[src/rtl/uart_rx_ctrl.sv]
// Sequencing controller for uart_receiver: programs the baud code, gates Rx_EN and packs
// MSG_BYTES received bytes into one message word delivered over valid/ready.
// Define UART_RX_CTRL_STATS_EN to enable the good/error message counters.
module uart_rx_ctrl #(
   parameter int MSG_BYTES      = 4,
   parameter int TIMEOUT_CYCLES = 8680
) (
   input  logic                   clk,
   input  logic                   reset,
   input  logic                   enable,
   input  logic                   cfg_wr,
   input  logic [2:0]             cfg_baud,
   output logic [2:0]             baud_select,
   output logic                   Rx_EN,
   input  logic [7:0]             Rx_DATA,
   input  logic                   Rx_VALID,
   input  logic                   Rx_FERROR,
   input  logic                   Rx_PERROR,
   output logic [8*MSG_BYTES-1:0] msg_data,
   output logic [4:0]             msg_count,
   output logic                   msg_valid,
   input  logic                   msg_ready,
   output logic                   msg_err,
   output logic [1:0]             err_code,
   output logic                   busy,
   output logic [15:0]            stat_good,
   output logic [15:0]            stat_err,
   input  logic                   stats_clr
);

   localparam int DATA_W  = 8 * MSG_BYTES;
   localparam int TIMER_W = $clog2(TIMEOUT_CYCLES + 1);

   typedef enum logic [1:0] {
      ST_IDLE    = 2'd0,
      ST_COLLECT = 2'd1,
      ST_DELIVER = 2'd2
   } state_t;

   state_t              state_r, state_s;
   logic [2:0]          baud_r, baud_s;
   logic                rx_en_r;
   logic                busy_r;
   logic                valid_q_r, ferr_q_r, perr_q_r;
   logic [DATA_W-1:0]   msg_data_r, msg_data_s;
   logic [4:0]          msg_count_r, msg_count_s;
   logic                msg_valid_r, msg_valid_s;
   logic                msg_err_r, msg_err_s;
   logic [1:0]          err_code_r, err_code_s;
   logic [TIMER_W-1:0]  timer_r, timer_s;
   logic [15:0]         stat_good_r, stat_err_r;

   logic                byte_ev_s;
   logic                bad_ev_s;
   logic                timer_run_s;
   logic                timer_exp_s;
   logic                handshake_s;

   // Framing has priority over parity when both flags are raised together.
   function automatic logic [1:0] classify_err(input logic ferr, input logic perr);
      logic [1:0] code;
      if (ferr) begin
         code = 2'b01;
      end else if (perr) begin
         code = 2'b10;
      end else begin
         code = 2'b00;
      end
      return code;
   endfunction

   // Byte event detection and timer status
   always_comb begin
      byte_ev_s   = (Rx_VALID & ~valid_q_r) | (Rx_FERROR & ~ferr_q_r) | (Rx_PERROR & ~perr_q_r);
      bad_ev_s    = byte_ev_s & (Rx_FERROR | Rx_PERROR);
      timer_run_s = (msg_count_r >= 5'd1) && (msg_count_r < 5'(MSG_BYTES));
      timer_exp_s = timer_run_s && (timer_r == TIMER_W'(TIMEOUT_CYCLES - 1));
      handshake_s = (state_r == ST_DELIVER) && msg_valid_r && msg_ready;
   end

   // Next-state and next-output logic
   always_comb begin
      state_s     = state_r;
      baud_s      = baud_r;
      msg_data_s  = msg_data_r;
      msg_count_s = msg_count_r;
      msg_valid_s = msg_valid_r;
      msg_err_s   = msg_err_r;
      err_code_s  = err_code_r;
      timer_s     = timer_r;
      case (state_r)
         ST_IDLE: begin
            if (cfg_wr) begin
               baud_s = cfg_baud;
            end else begin
               baud_s = baud_r;
            end
            if (enable) begin
               state_s = ST_COLLECT;
            end else begin
               state_s = ST_IDLE;
            end
         end
         ST_COLLECT: begin
            if (!enable) begin
               // Abort drops the partial message entirely.
               state_s     = ST_IDLE;
               msg_count_s = 5'd0;
               timer_s     = '0;
            end else if (bad_ev_s) begin
               state_s     = ST_DELIVER;
               msg_valid_s = 1'b1;
               msg_err_s   = 1'b1;
               err_code_s  = classify_err(Rx_FERROR, Rx_PERROR);
            end else if (byte_ev_s) begin
               for (int i = 0; i < MSG_BYTES; i++) begin
                  if (msg_count_r == 5'(i)) begin
                     msg_data_s[8*i +: 8] = Rx_DATA;
                  end else begin
                     msg_data_s[8*i +: 8] = msg_data_r[8*i +: 8];
                  end
               end
               msg_count_s = msg_count_r + 5'd1;
               timer_s     = '0;
               if (msg_count_r == 5'(MSG_BYTES - 1)) begin
                  state_s     = ST_DELIVER;
                  msg_valid_s = 1'b1;
               end else begin
                  state_s = ST_COLLECT;
               end
            end else if (timer_exp_s) begin
               state_s     = ST_DELIVER;
               msg_valid_s = 1'b1;
               msg_err_s   = 1'b1;
               err_code_s  = 2'b11;
            end else if (timer_run_s) begin
               timer_s = timer_r + TIMER_W'(1);
            end else begin
               timer_s = timer_r;
            end
         end
         ST_DELIVER: begin
            if (handshake_s) begin
               msg_valid_s = 1'b0;
               msg_err_s   = 1'b0;
               err_code_s  = 2'b00;
               msg_count_s = 5'd0;
               timer_s     = '0;
               if (enable) begin
                  state_s = ST_COLLECT;
               end else begin
                  state_s = ST_IDLE;
               end
            end else begin
               state_s = ST_DELIVER;
            end
         end
         default: begin
            state_s     = ST_IDLE;
            msg_valid_s = 1'b0;
            msg_err_s   = 1'b0;
            err_code_s  = 2'b00;
            msg_count_s = 5'd0;
            timer_s     = '0;
         end
      endcase
   end

   // State and output registers; Rx_EN and busy follow the next state so they align with it
   always_ff @(posedge clk or negedge reset) begin
      if (!reset) begin
         state_r     <= ST_IDLE;
         baud_r      <= 3'b111;
         rx_en_r     <= 1'b0;
         busy_r      <= 1'b0;
         valid_q_r   <= 1'b0;
         ferr_q_r    <= 1'b0;
         perr_q_r    <= 1'b0;
         msg_data_r  <= '0;
         msg_count_r <= 5'd0;
         msg_valid_r <= 1'b0;
         msg_err_r   <= 1'b0;
         err_code_r  <= 2'b00;
         timer_r     <= '0;
      end else begin
         state_r     <= state_s;
         baud_r      <= baud_s;
         rx_en_r     <= (state_s == ST_COLLECT);
         busy_r      <= (state_s != ST_IDLE);
         valid_q_r   <= Rx_VALID;
         ferr_q_r    <= Rx_FERROR;
         perr_q_r    <= Rx_PERROR;
         msg_data_r  <= msg_data_s;
         msg_count_r <= msg_count_s;
         msg_valid_r <= msg_valid_s;
         msg_err_r   <= msg_err_s;
         err_code_r  <= err_code_s;
         timer_r     <= timer_s;
      end
   end

`ifdef UART_RX_CTRL_STATS_EN
   function automatic logic [15:0] sat_inc(input logic [15:0] v);
      logic [15:0] r;
      if (v == 16'hFFFF) begin
         r = v;
      end else begin
         r = v + 16'd1;
      end
      return r;
   endfunction

   // Delivered-message counters, clear wins over increment
   always_ff @(posedge clk or negedge reset) begin
      if (!reset) begin
         stat_good_r <= 16'd0;
         stat_err_r  <= 16'd0;
      end else if (stats_clr) begin
         stat_good_r <= 16'd0;
         stat_err_r  <= 16'd0;
      end else if (handshake_s && msg_err_r) begin
         stat_good_r <= stat_good_r;
         stat_err_r  <= sat_inc(stat_err_r);
      end else if (handshake_s) begin
         stat_good_r <= sat_inc(stat_good_r);
         stat_err_r  <= stat_err_r;
      end else begin
         stat_good_r <= stat_good_r;
         stat_err_r  <= stat_err_r;
      end
   end
`else
   // Counters are held at zero when statistics are not built in
   always_ff @(posedge clk or negedge reset) begin
      if (!reset) begin
         stat_good_r <= 16'd0;
         stat_err_r  <= 16'd0;
      end else if (stats_clr | handshake_s) begin
         stat_good_r <= 16'd0;
         stat_err_r  <= 16'd0;
      end else begin
         stat_good_r <= 16'd0;
         stat_err_r  <= 16'd0;
      end
   end
`endif

   assign baud_select = baud_r;
   assign Rx_EN       = rx_en_r;
   assign busy        = busy_r;
   assign msg_data    = msg_data_r;
   assign msg_count   = msg_count_r;
   assign msg_valid   = msg_valid_r;
   assign msg_err     = msg_err_r;
   assign err_code    = err_code_r;
   assign stat_good   = stat_good_r;
   assign stat_err    = stat_err_r;

endmodule

[config.mk]
export PLATFORM = sky130hd
export DESIGN_NAME = uart_rx_ctrl
export DESIGN_NICKNAME = d
export VERILOG_FILES = /design/src/rtl/uart_rx_ctrl.sv
export SDC_FILE = /design/constraint.sdc
export NUM_CORES = 1
export LEC_CHECK = 0
export BUFFER_PORTS_ARGS = -buffer_cell sky130_fd_sc_hd__buf_2
export CELL_PAD_IN_SITES_DETAIL_PLACEMENT = 1
export CELL_PAD_IN_SITES_GLOBAL_PLACEMENT = 2
export CORE_ASPECT_RATIO = 0.75
export CORE_MARGIN = 3
export CORE_UTILIZATION = 32
export DETAILED_ROUTE_END_ITERATION = 10
export MAX_ROUTING_LAYER = met4
export PLACE_DENSITY = 0.83
export SLEW_MARGIN = 0
export SYNTH_ARGS = -nofsm -noshare
export SYNTH_HDL_FRONTEND = slang
export SYNTH_SLANG_ARGS = --single-unit
[constraint.sdc]
create_clock -name clk -period 2.6 [get_ports clk]
set_clock_uncertainty 0.15 [all_clocks]
set_input_delay 0.52 -clock clk [delete_from_list [all_inputs] [get_ports clk]]
set_output_delay 0.52 -clock clk [all_outputs]
set_load 0.1 [all_outputs]
# Yosys cells after proc, flatten, opt, wreduce, memory -nomap -nowiden
# Index checks and enable logic that the tools add are counted.
# W data, S select, Z words.
# op_classes
mux	39
n_eq_ne	17
n_lt_le_gt_ge	2
bitwise	12
n_reduce_logical	16
addsub	2
# ops
cell	n
$mux W14	6
$pmux W14 S3	1
$reduce_and A5 Y1	7
$mux W2	13
$mux W5	4
$ne A4 B4 Y1 const B	4
$pmux W5 S3	1
$add A14 B1 Y14 const B	1
$eq A14 B14 Y1 const B	1
$ne A3 B3 Y1 const B	4
$pmux W2 S3	2
$eq A5 B2 Y1 const B	2
$mux W1	10
$pmux W1 S3	2
$add A5 B1 Y5 const B	1
$eq A5 B1 Y1 const B	1
$ge A5 B1 Y1 const B	1
$logic_not A5 Y1	1
$lt A5 B3 Y1 const B	1
$not A1 Y1	5
$and A1 B1 Y1	4
$eq A2 B1 Y1 const B	2
$logic_and A1 B1 Y1	4
$ne A2 B2 Y1 const B	2
other kinds (6)	8
# totals
register_bits	65

# Depth between registers and ports, before layout
# depth
depth_word	9
depth_mapped	8
mapped_depth_nobuf	6

# Worst setup path before layout
# OpenSTA, ideal clock, no wires.
# synth_timing
path_type	reg2reg
startpoint	reg msg_count_r[0] (netlist: msg_count[0])
endpoint	reg timer_r[13]
setup_slack_ps	-275
period_less_slack_ps	2875
path_stages_with_launch	7
required_time_ps	2381
arrival_ps	2656
cell_sequence	dfrtp_1 -> ha_1 -> o31ai_1 -> or4_1 -> buf_2 -> or4_1 -> nand3_1
# synth_between
elab_chain_len	5
word_cells_on_any_way	7
classes_between	order compare (2); eq/ne (2); reduce/logical (3)
# synth_lines
item	line	rtl
start, declared	46	logic [4:0] msg_count_r, msg_count_s;
start signal, assigned	194	msg_count_r <= msg_count_s;
$ge A5 B1 Y1 / $lt A5 B3 Y1 (equally long branches)	76	timer_run_s = (msg_count_r >= 5'd1) && (msg_count_r < 5'(MSG_BYTES));
$logic_and A1 B1 Y1 (*)	76	
$logic_and A1 B1 Y1	77	timer_exp_s = timer_run_s && (timer_r == TIMER_W'(TIMEOUT_CYCLES - 1));
$ne A4 B4 Y1 (no source line)	--	
$reduce_and A5 Y1 (no source line) (*)	--	
end signal, assigned	198	timer_r <= timer_s;
end, declared	50	logic [TIMER_W-1:0] timer_r, timer_s;
# Every way passes the cells marked *; elsewhere a longest branch is shown, timed or not.
# A chain may end at the register's enable or synchronous reset.

# Final worst setup path
# layout_timing
startpoint	reg timer_r[0]
endpoint	reg timer_r[13]
# layout_between
elab_chain_len	7
word_cells_on_any_way	11
classes_between	add/sub (1); eq/ne (2); mux (6); reduce/logical (2)
# layout_lines
item	line	rtl
$add A14 B1 Y14	137	timer_s = timer_r + TIMER_W'(1);
$mux W14	136	end else if (timer_run_s) begin
$mux W14	131	end else if (timer_exp_s) begin
$mux W14	115	end else if (byte_ev_s) begin
$mux W14	110	end else if (bad_ev_s) begin
$mux W14	105	if (!enable) begin
$pmux W14 S3	91	case (state_r)
# Parallel ways exist; a longest one is shown, timed or not. The select of a mux whose other input is x is not followed.

==> run metrics <==
I/O pin cnt 98; Final HPWL DP approximately 6400 µm; run status complete, no violations; Mapped Area about 3300 µm²; Tmin final about 2.5 ns; Clock Tree Root clkbuf_16; setup tns final 0 ns; RSZ-0062 raised after global routing false; Synthesis Warnings 0; WP buf/inv 0; flops & latches, synth between 60 and 70; crit path DAT 2.59 ns; DR DRC count 0; total power around 0.0038 W; Critical Path RT roughly 2.7 ns; initial core utilization 33.3%; Worst Setup Start Kind flop; ys flop type dfrtp_1; max-cap violations 0; core footprint approximately 10000 µm²; Worst-Skew Late Latency about 0.33 ns; final setup fails 0; LEAKAGE between 2 and 2.5 nW; Seq/Total Area, Yosys between 40% and 50%; die width around 120 µm; CTS buffer count 9; pin count of the biggest net entering global routing 31; post-cts gate resize count 0; final WL a little under 9000 µm; worst slew pin tran slightly below 0.6 ns; Tcrit/Tclk final 95.0%; Final Slew Violations 0; clk sinks 65; Distinct cells, synth between 50 and 60; WL/cell ~17 µm; endpoint type of the worst setup path flop; Die ar. about 11000 µm²; crit-path max cell delay between 0.6 and 0.7 ns; Clock Tree Buf Depth 2; Post-synth ARST share 100%; DRT antenna net count 0; Vias/cell 4.95; global-route wire length before repair about 14000 µm; Total Routing Usage GR 16.1%; n_diodes 0; delay-heaviest family, CP simple AND/OR/NAND/NOR gates; worst-path fanout max 10; FF+latch area 1640 µm²; final hold viol count 0; Worst path slowest cell or4_1; vias in the first global route about 2.6k; Final nets 399; routability cong. between 0.8 and 0.9; proportion of layout cells with a drive suffix above 1 between 30% and 40%; CTS hold repair buffers 0; Gate Count Post-Synth 292; Fillers between 1k and 1.5k; DRT iter0 DRCs between 100 and 150; Post-CTS Setup Repair Bufs 0; grt total ovfl 0; number of synthesized flops with an enable pin 0; max frequency 405 MHz; H-Tree Depth 3; Max VDD drop between 0.7 and 0.8 mV; Reg clk slew, reported paths 0.06 ns; antenna violations before repair 0; Inst Count DP 495; CTS tree built; Crit Path Category flop to flop; Die Height around 93 µm; Slew Limit Headroom between 60% and 70%; Final Non-Filler Cells 511; area grow syn2layout 23.3%; Multi-input gate area between 1000 and 1500 µm²; Hold WC Path Type input port to async pin; most used cell, CP or4_1; Hold WS 0.0379 ns; Vias approximately 2.5k; P per Cell Area approximately 950 nW/µm²; # rows 31; I/O Buffers 64; r2r setup slk between 0.1 and 0.15 ns; Synth Area per Inst 11.2 µm²; cell chain of the critical path ha_1, nor4bb_1, and4b_4, or4_1, or4_1, nand3_1; first-pass detailed-route iteration total 4
-- per-layer routing --
metal  vias up  GRT usage (%)  wire length, µm  part of all wire, %
met4         0           5.50              119                  1.4
met5         -              -                0                    0
met2        60           23.8             4050                   47
li1       1166              -                -                    -
met3        11           3.45              353                  4.1
met1      1293           22.1             4180                   48
-- power breakdown --
| group | internal [W] | switching, W | leakage [nW] |
|---|---|---|---|
| Combinational | 0.000230 | 0.00122 | 1.03 |
| Clock | 0.000721 | 0.000435 | 0.145 |
| Sequential | 0.00114 | 0.0000603 | 0.862 |
| Total | 0.00209 | 0.00172 | 2.03 |
-- path summary, 6_finish.rpt --
kind                       cells after the start              to  startpoint
max                                            6     timer_r[13]  timer_r[0]
min                                            1    msg_data[13]       reset
max reg2reg                                    6     timer_r[13]  timer_r[0]
min reg2reg                                    1         msg_err     msg_err
max in group asynchronous                      2  baud_select[2]       reset
min in group clk                               1       valid_q_r    Rx_VALID
-- synth_stat cells, types with 2 or more instances --
cell	instances	area [µm²]
a211o_1	2	17.5
a21oi_1	9	45.0
a22o_1	2	17.5
a31oi_1	3	18.8
and2_1	2	12.5
and3_1	2	12.5
buf_2	3	15.0
buf_4	32	240
clkbuf_1	5	18.8
dfrtp_1	62	1550
dfstp_2	3	78.8
ha_1	5	62.6
inv_1	8	30.0
mux2_2	36	405
nand2_1	22	82.6
nand2b_1	3	18.8
nand3_1	15	75.1
nand4_1	7	43.8
nor2_1	8	30.0
nor4_1	2	12.5
nor4b_1	2	17.5
o211a_1	2	20.0
o211ai_1	6	45.0
o21ai_0	11	55.1
o22a_1	2	17.5
o31ai_1	2	15.0
or3_1	2	12.5
or4_1	8	60.1
xor2_1	3	26.3
-- state kept, by name, summed over array words and instances, names as in the netlist --
| register | cells |
|---|---|
| msg_data | 32 |
| msg_count | 5 |
| Rx_EN | 1 |
| valid_q_r | 1 |
| state_r | 2 |
| msg_valid | 1 |
| err_code | 2 |
| ferr_q_r | 1 |
| perr_q_r | 1 |
| timer_r | 14 |
| baud_select | 3 |
| msg_err | 1 |
| busy | 1 |
-- layout make-up --
| type | instances | share of cell area, % |
|---|---|---|
| flip-flops and latches | 65 | 40.7 |
| multi-input cells | 210 | 36.0 |
| well taps | 132 | 4.10 |
| inverters | 8 | 0.746 |
| clock inverters | 4 | 0.653 |
| repair buffers | 80 | 11.3 |
| clock buffers | 12 | 6.62 |
-- worst reg2reg max path, stage by stage (launching register included) --
cell	delay [ns]
dfrtp_1	0.42
ha_1	0.24
nor4bb_1	0.14
and4b_4	0.20
or4_1	0.65
or4_1	0.52
nand3_1	0.09
-- through the flow --
| step | worst slack (ns) | instance area, µm² | utilization (%) |
|---|---|---|---|
| floorplan | 0.0777 | 3390 | - |
| global placement | 0.123 | 3730 | 38.0 |
| detailed placement | 0.0618 | 3730 | 38.0 |
| CTS | 0.135 | 4030 | 41.0 |
| global route | 0.0513 | 4030 | 41.0 |
| finish | 0.129 | 4030 | 41.0 |
-- placed cells by master, fill, tap and decap left out, types with 2 or more instances in the layout --
cell type,count
buf_2,64
dfrtp_1,57
mux2_2,36
conb_1,32
nand2_1,22
nand3_1,15
buf_4,15
o21ai_0,11
a21oi_1,9
clkbuf_16,9
inv_1,8
nor2_1,8
or4_1,8
nand4_1,7
o211ai_1,6
ha_1,5
dfrtp_2,5
nand2b_1,3
a31oi_1,3
xor2_1,3
dfstp_2,3
clkbuf_8,3
and2_1,2
o31ai_1,2
nor4b_1,2
a22o_1,2
and3_1,2
o211a_1,2
o22a_1,2
nor4_1,2
a211o_1,2
or3_1,2
clkinv_2,2
-- cell families after synthesis --
group           after synthesis  share of synthesized area (%)
mux                          37                           12.7
xor+xnor                      3                          0.805
flops                        65                           49.9
simple gates                 86                           15.1
other cells                   1                          0.115
compound gates               47                           10.1
buf+inv                      48                           9.31
fa+ha+maj                     5                           1.92
Note: power is estimated with default switching activity, not from simulation.
